===== config.mk =====
export PLATFORM = sky130hd
export DESIGN_NAME = wb_load_writer
export DESIGN_NICKNAME = d
export VERILOG_FILES = /design/src/rtl/wb_load_writer_pkg.sv /design/src/rtl/wb_load_writer_extend.sv /design/src/rtl/wb_load_writer.sv
export SDC_FILE = /design/constraint.sdc
export NUM_CORES = 1
export LEC_CHECK = 0
export ABC_AREA = 1
export CAP_MARGIN = 20
export CELL_PAD_IN_SITES_DETAIL_PLACEMENT = 1
export CELL_PAD_IN_SITES_GLOBAL_PLACEMENT = 1
export CORE_ASPECT_RATIO = 0.75
export CORE_UTILIZATION = 36
export CTS_CLUSTER_SIZE = 25
export DETAILED_ROUTE_END_ITERATION = 12
export GPL_TIMING_DRIVEN = 0
export MAX_ROUTING_LAYER = met4
export PLACE_DENSITY_LB_ADDON = 0.1
export SETUP_SLACK_MARGIN = 0.02
export SLEW_MARGIN = 10
export SYNTH_ARGS = -nofsm -noshare
export SYNTH_HDL_FRONTEND = slang
export SYNTH_SLANG_ARGS = --single-unit

===== constraint.sdc =====
create_clock -name clk -period 3 [get_ports clk]
set_input_delay 0.6 -clock clk [delete_from_list [all_inputs] [get_ports clk]]
set_output_delay 0.6 -clock clk [all_outputs]
set_load 0.01 [all_outputs]

===== src/rtl/wb_load_writer_pkg.sv =====
// Shared definitions for the write-back load writer.
// Load funct3 codes, FSM states, width defaults and write constants.
package wb_load_writer_pkg;

   localparam int XLEN_DEF       = 32;
   localparam int REG_ADDR_W_DEF = 5;

   localparam logic [2:0] F3_LB  = 3'b000;
   localparam logic [2:0] F3_LH  = 3'b001;
   localparam logic [2:0] F3_LW  = 3'b010;
   localparam logic [2:0] F3_LBU = 3'b100;
   localparam logic [2:0] F3_LHU = 3'b101;

   localparam logic WE_ON  = 1'b1;
   localparam logic WE_OFF = 1'b0;

   localparam logic [XLEN_DEF-1:0] ZERO_WORD = '0;

   typedef enum logic {
      ST_IDLE = 1'b0,
      ST_LOAD = 1'b1
   } state_e;

   // Reserved codes fall into the default and behave as a word load.
   function automatic logic [2:0] bytes_needed(input logic [2:0] f3);
      logic [2:0] n;
      case (f3)
         F3_LB, F3_LBU: n = 3'd1;
         F3_LH, F3_LHU: n = 3'd2;
         default:       n = 3'd4;
      endcase
      return n;
   endfunction

endpackage


===== src/rtl/wb_load_writer_extend.sv =====
// Combinational load extender: 4-byte buffer + funct3 -> XLEN word.
// Ports: byte_buf_i (assembled bytes), funct3_i, data_o (extended).
module load_extend
   import wb_load_writer_pkg::*;
#(
   parameter int XLEN = XLEN_DEF
) (
   input  logic [31:0]     byte_buf_i,
   input  logic [2:0]      funct3_i,
   output logic [XLEN-1:0] data_o
);

   always_comb begin
      data_o = XLEN'(byte_buf_i);
      case (funct3_i)
         F3_LB:   data_o = XLEN'($signed(byte_buf_i[7:0]));
         F3_LH:   data_o = XLEN'($signed(byte_buf_i[15:0]));
         F3_LBU:  data_o = XLEN'(byte_buf_i[7:0]);
         F3_LHU:  data_o = XLEN'(byte_buf_i[15:0]);
         default: data_o = XLEN'(byte_buf_i);
      endcase
   end

endmodule


===== src/rtl/wb_load_writer.sv =====
// Write-back stage: drives the register file write port from ALU results
// or from loads assembled byte by byte off the memory interface.
// Ports: in_* (MEM-stage handshake), mem_byte* (load bytes),
//        stall_req (held while a load collects), we/waddr/wdata (RF port).
module wb_load_writer
   import wb_load_writer_pkg::*;
#(
   parameter int XLEN       = XLEN_DEF,
   parameter int REG_ADDR_W = REG_ADDR_W_DEF
) (
   input  logic                  clk,
   input  logic                  rst,
   input  logic                  in_valid,
   output logic                  in_ready,
   input  logic                  in_wreg,
   input  logic [REG_ADDR_W-1:0] in_rd,
   input  logic                  in_is_load,
   input  logic [2:0]            in_funct3,
   input  logic [XLEN-1:0]       in_data,
   input  logic                  mem_byte_valid,
   input  logic [7:0]            mem_byte,
   output logic                  stall_req,
   output logic                  we,
   output logic [REG_ADDR_W-1:0] waddr,
   output logic [XLEN-1:0]       wdata
);

   state_e                state_q;
   logic [2:0]            count_q, count_d;
   logic [31:0]           buf_q, buf_d;
   logic [2:0]            f3_q;
   logic [REG_ADDR_W-1:0] rd_q;
   logic                  wreg_q;
   logic                  we_q;
   logic [REG_ADDR_W-1:0] waddr_q;
   logic [XLEN-1:0]       wdata_q;
   logic [XLEN-1:0]       ext_data;
   logic                  last_byte;

   // in_ready drops during reset so nothing is accepted while held.
   assign in_ready  = (state_q == ST_IDLE) && !rst;
   assign stall_req = (state_q == ST_LOAD);
   assign we        = we_q;
   assign waddr     = waddr_q;
   assign wdata     = wdata_q;

   // Extension sees the buffer including this cycle's byte, so the
   // final byte can be written the very next cycle.
   always_comb begin
      buf_d   = buf_q;
      count_d = count_q + 3'd1;
      if (mem_byte_valid)
         buf_d[{count_q[1:0], 3'b000} +: 8] = mem_byte;
      last_byte = (state_q == ST_LOAD) && mem_byte_valid &&
                  (count_d == bytes_needed(f3_q));
   end

   load_extend #(.XLEN(XLEN)) u_ext (
      .byte_buf_i (buf_d),
      .funct3_i   (f3_q),
      .data_o     (ext_data)
   );

   always_ff @(posedge clk or posedge rst) begin
      if (rst) begin
         state_q <= ST_IDLE;
         count_q <= '0;
         buf_q   <= '0;
         f3_q    <= '0;
         rd_q    <= '0;
         wreg_q  <= 1'b0;
         we_q    <= WE_OFF;
         waddr_q <= '0;
         wdata_q <= XLEN'(ZERO_WORD);
      end else begin
         we_q <= WE_OFF;
         case (state_q)
            ST_IDLE: begin
               if (in_valid) begin
                  if (in_is_load) begin
                     rd_q    <= in_rd;
                     wreg_q  <= in_wreg;
                     f3_q    <= in_funct3;
                     count_q <= '0;
                     buf_q   <= '0;
                     state_q <= ST_LOAD;
                  end else if (in_wreg && (|in_rd)) begin
                     we_q    <= WE_ON;
                     waddr_q <= in_rd;
                     wdata_q <= in_data;
                  end
               end
            end
            ST_LOAD: begin
               if (mem_byte_valid) begin
                  buf_q   <= buf_d;
                  count_q <= count_d;
               end
               if (last_byte) begin
                  state_q <= ST_IDLE;
                  // x0 loads drain their bytes but never write.
                  if (wreg_q && (|rd_q)) begin
                     we_q    <= WE_ON;
                     waddr_q <= rd_q;
                     wdata_q <= ext_data;
                  end
               end
            end
            default: state_q <= ST_IDLE;
         endcase
      end
   end

endmodule


==> results.yml <==
outcome:
  run_status: "complete, no violations"
route:
  ant_nets: 0
  vias: 4345
  drc: 0
  drt_iter0_markers: 177
  postRouteWirelength_um: 14250
  wire_per_inst_um: 16.33
  drtPass1Iterations: 4
  vias_per_cell: 4.977
placed_design:
  gp_congestion: 0.8721
  port_buffers: 93
  dp_hpwl_um: 11010
  place_inst: 857
floorplan:
  die_h_um: 98.42
  row_count: 34
  pin_count: 94
  die_w_um: 130.6
  die-area_um2: 12850
  core_area_um2: 11830
  start_util_pct: 37.73
critical_path:
  crit_type: "register to register"
  cp_cell_sequence: "inv_1, buf_2, ha_1, inv_1, nand2_1, nor2_1, nand2_1, nand2_1, nand2_2, nand2_1, inv_2, buf_6, nand2_1, nand3_1, nand2_1"
  startpoint_type: "register"
  crit_slowest_cell: "dfrtp_1"
  worstPathMaxFanout: 12
  required_ns: 3.23
  cpPeakStageDelay_ns: 0.50
  cp.arrival_ns: 2.90
  end_kind: "register"
  cp_num_buf_inv: 5
  cpMostUsedCell: "nand2_1"
  cp_top_family: "simple AND/OR/NAND/NOR gates"
timing:
  drv_slew: 0
  finalHoldViolations: 0
  slew_headroom_pct: 57.66
  min_period_ns: 2.672
  rsz0062_at_grt: "no"
  setup_violations: 0
  timing.final.crit_share_pct: 89.06
  max_freq_mhz: 374.3
  worst_slew_pin_slew_ns: 0.6351
  finClkSkew_ns: 0.006760
clocking:
  h-tree-depth: 3
  hold_buffers: 0
  clock-sinks: 83
  cts_resized: 0
  cts_buffer_depth: 2
  numCtsBuffers: 9
  clk_latency_ns: 0.34
  clkTransAtPathRegs_ns: 0.07
  cts_tree: "done"
  post_cts.repair.setup_buffers: 0
  root_buffer: "clkbuf_16"
power:
  p_leak_uw: 0.002955
  netSwitchingPower_uw: 2250
  powerDensity_nw_per_um2: 912.0
  combPwrFrac_pct: 47.2
  p_int_uw: 3145
  ir_drop_mv: 0.4070
  power_frac_clock_pct: 20.2
  seq_power_share_pct: 32.6
  total_power_uw: 5394
  swShare_pct: 41.70
global_routing:
  antenna_found_initial: 0
  grt_overflow: 0
  grt_pass1_vias: 4666
  track_usage_pct: 24.89
  grt_pass1_wl_um: 23760
  grt_max_degree: 54
yosys:
  synth_top_family_by_area: "simple AND/OR/NAND/NOR gates"
  postSynthCellCount: 601
  synth_area_um2: 4462
  synth.avg_cell_area_um2: 7.424
  synth.ff_latch_count: 83
  synth_nets: 660
  yosys.area_share.simple_pct: 33.60
  synth_compound_area_share_pct: 10.88
  synthAdderAreaFrac_pct: 1.402
  synth_cell_types: 26
  synth_warnings: 0
  ys_seq_area_share_pct: 46.55
  yosys-mux-area-fraction_pct: 0
  synthXorXnorAreaFrac_pct: 0
cells_and_area:
  layout-drive-gt1-share_pct: 10.27
  final-instance-count-excl-fill: 873
  syn2layout_area_growth_pct: 32.56
  final_net_count: 765
  fillCellCount: 1493
  antenna_cells: 0
run:
  drv_cap: 0
hold_path:
  hold_path_class: "register to register"
-- power groups by stage --
stage,Combinational (µW),Clock [µW],Sequential (µW)
final,2550,1090,1760
after global routing,2850,1150,1800
after CTS,2570,1110,1760
after detailed placement,2550,0,1770
after global placement,2470,0,1750
after floorplan,1450,0,1810
-- cell families after synthesis --
logic type	Yosys count
buffers and inverters	78
AO/OA/AOI/OAI	82
AND/OR/NAND/NOR	353
adder cells (fa/ha/maj)	5
flip-flops	83
-- cells in the mapped netlist --
| cell type | count | share of area, % |
|---|---|---|
| buf_2 | 9 | 1.0 |
| nor3_2 | 1 | 0.22 |
| nor2_4 | 1 | 0.25 |
| or2_2 | 24 | 3.4 |
| nand2_1 | 257 | 22 |
| dfrtp_1 | 83 | 47 |
| nand3_1 | 31 | 3.5 |
| ha_1 | 5 | 1.4 |
| nand4_1 | 1 | 0.14 |
| clkbuf_1 | 12 | 1.0 |
| a21oi_1 | 16 | 1.8 |
| a22o_1 | 17 | 3.3 |
| nand2_2 | 2 | 0.28 |
| inv_2 | 5 | 0.42 |
| buf_1 | 1 | 0.084 |
| o22ai_1 | 9 | 1.3 |
| nand3b_1 | 1 | 0.17 |
| nor3_1 | 2 | 0.22 |
| o21ai_0 | 40 | 4.5 |
| nand3_2 | 6 | 1.3 |
| nor2_1 | 25 | 2.1 |
| buf_4 | 1 | 0.17 |
| buf_6 | 4 | 1.0 |
| inv_1 | 46 | 3.9 |
| nand2_4 | 1 | 0.25 |
| nor2_2 | 1 | 0.14 |
-- per-layer routing --
metal  vias to the layer above  global-route usage (%)  share of wire, %
met4                         0                   5.040              0.97
met3                        13                   3.963               3.1
met5                         -                       -                 0
li1                       2109                       -                 -
met1                      2151                   34.86                50
met2                        72                   38.05                46
-- sequential cells by signal, indices dropped and copies added (netlist names), 3 cells and up --
signal   cells
waddr        5
count_q      3
wdata       32
rd_q         5
f3_q         3
buf_q       32
-- area by class of cell --
cell class | count | area (µm²) | share of cell area [%]
inverters | 51 | 193.9 | 3.279
flip-flops and latches | 83 | 2077 | 35.12
repair buffers | 94 | 958.4 | 16.20
multi-input cells | 440 | 2047 | 34.61
plain buffers | 27 | 146.4 | 2.475
clock inverters | 5 | 36.28 | 0.6135
clock buffers | 11 | 252.7 | 4.273
well taps | 162 | 202.7 | 3.427
-- final timing paths --
kind	depth (start not counted)	endpoint	slack (ns)	start
max in group asynchronous	3	wdata[20]	1.74	rst
hold / removal	2	wdata[7]	0.48	wdata[7]
min in group asynchronous	2	wdata[10]	0.64	rst
setup / recovery	15	wdata[31]	0.33	count_q[0]
setup reg to reg	15	wdata[31]	0.33	count_q[0]
hold reg to reg	2	wdata[7]	0.48	wdata[7]
-- metrics by stage --
| step | setup TNS, ns | area (µm²) | hold WS, ns | utilization [%] | setup slack, ns |
|---|---|---|---|---|---|
| floorplan | 0 | 4462 | 0.4468 | - | 0.2632 |
| global placement | -105.68 | 5595 | 0.4632 | 47.31 | -1.281 |
| detailed placement | 0 | 5625 | 0.4653 | 47.57 | 0.3631 |
| CTS | 0 | 5914 | 0.4868 | 50.01 | 0.3248 |
| global route | 0 | 5914 | 0.5071 | 50.01 | 0.07157 |
| finish | 0 | 5914 | 0.4793 | 50.01 | 0.3281 |
-- cells in the final DEF, fill, tap and decap left out, types with 2 or more instances in the layout --
master	Yosys	final
nor3_1	2	2
inv_2	5	5
nand3_2	6	6
nand3_1	31	31
nand2_1	257	257
nor2_1	25	25
clkinvlp_4	0	3
o21ai_0	40	40
clkbuf_8	0	2
o22ai_1	9	9
inv_1	46	45
dfrtp_1	83	83
ha_1	5	5
nand2_2	2	2
buf_6	4	4
buf_2	9	9
a21oi_1	16	16
or2_2	24	24
clkbuf_16	0	9
a22o_1	17	17
clkbuf_1	12	12
clkdlybuf4s50_1	0	93
-- tightest hold or removal path: stages (launching register included) --
cell	delay, ns
dfrtp_1	0.35
nand2_1	0.05
nand2_1	0.05
(Power assumes the default switching activity.)
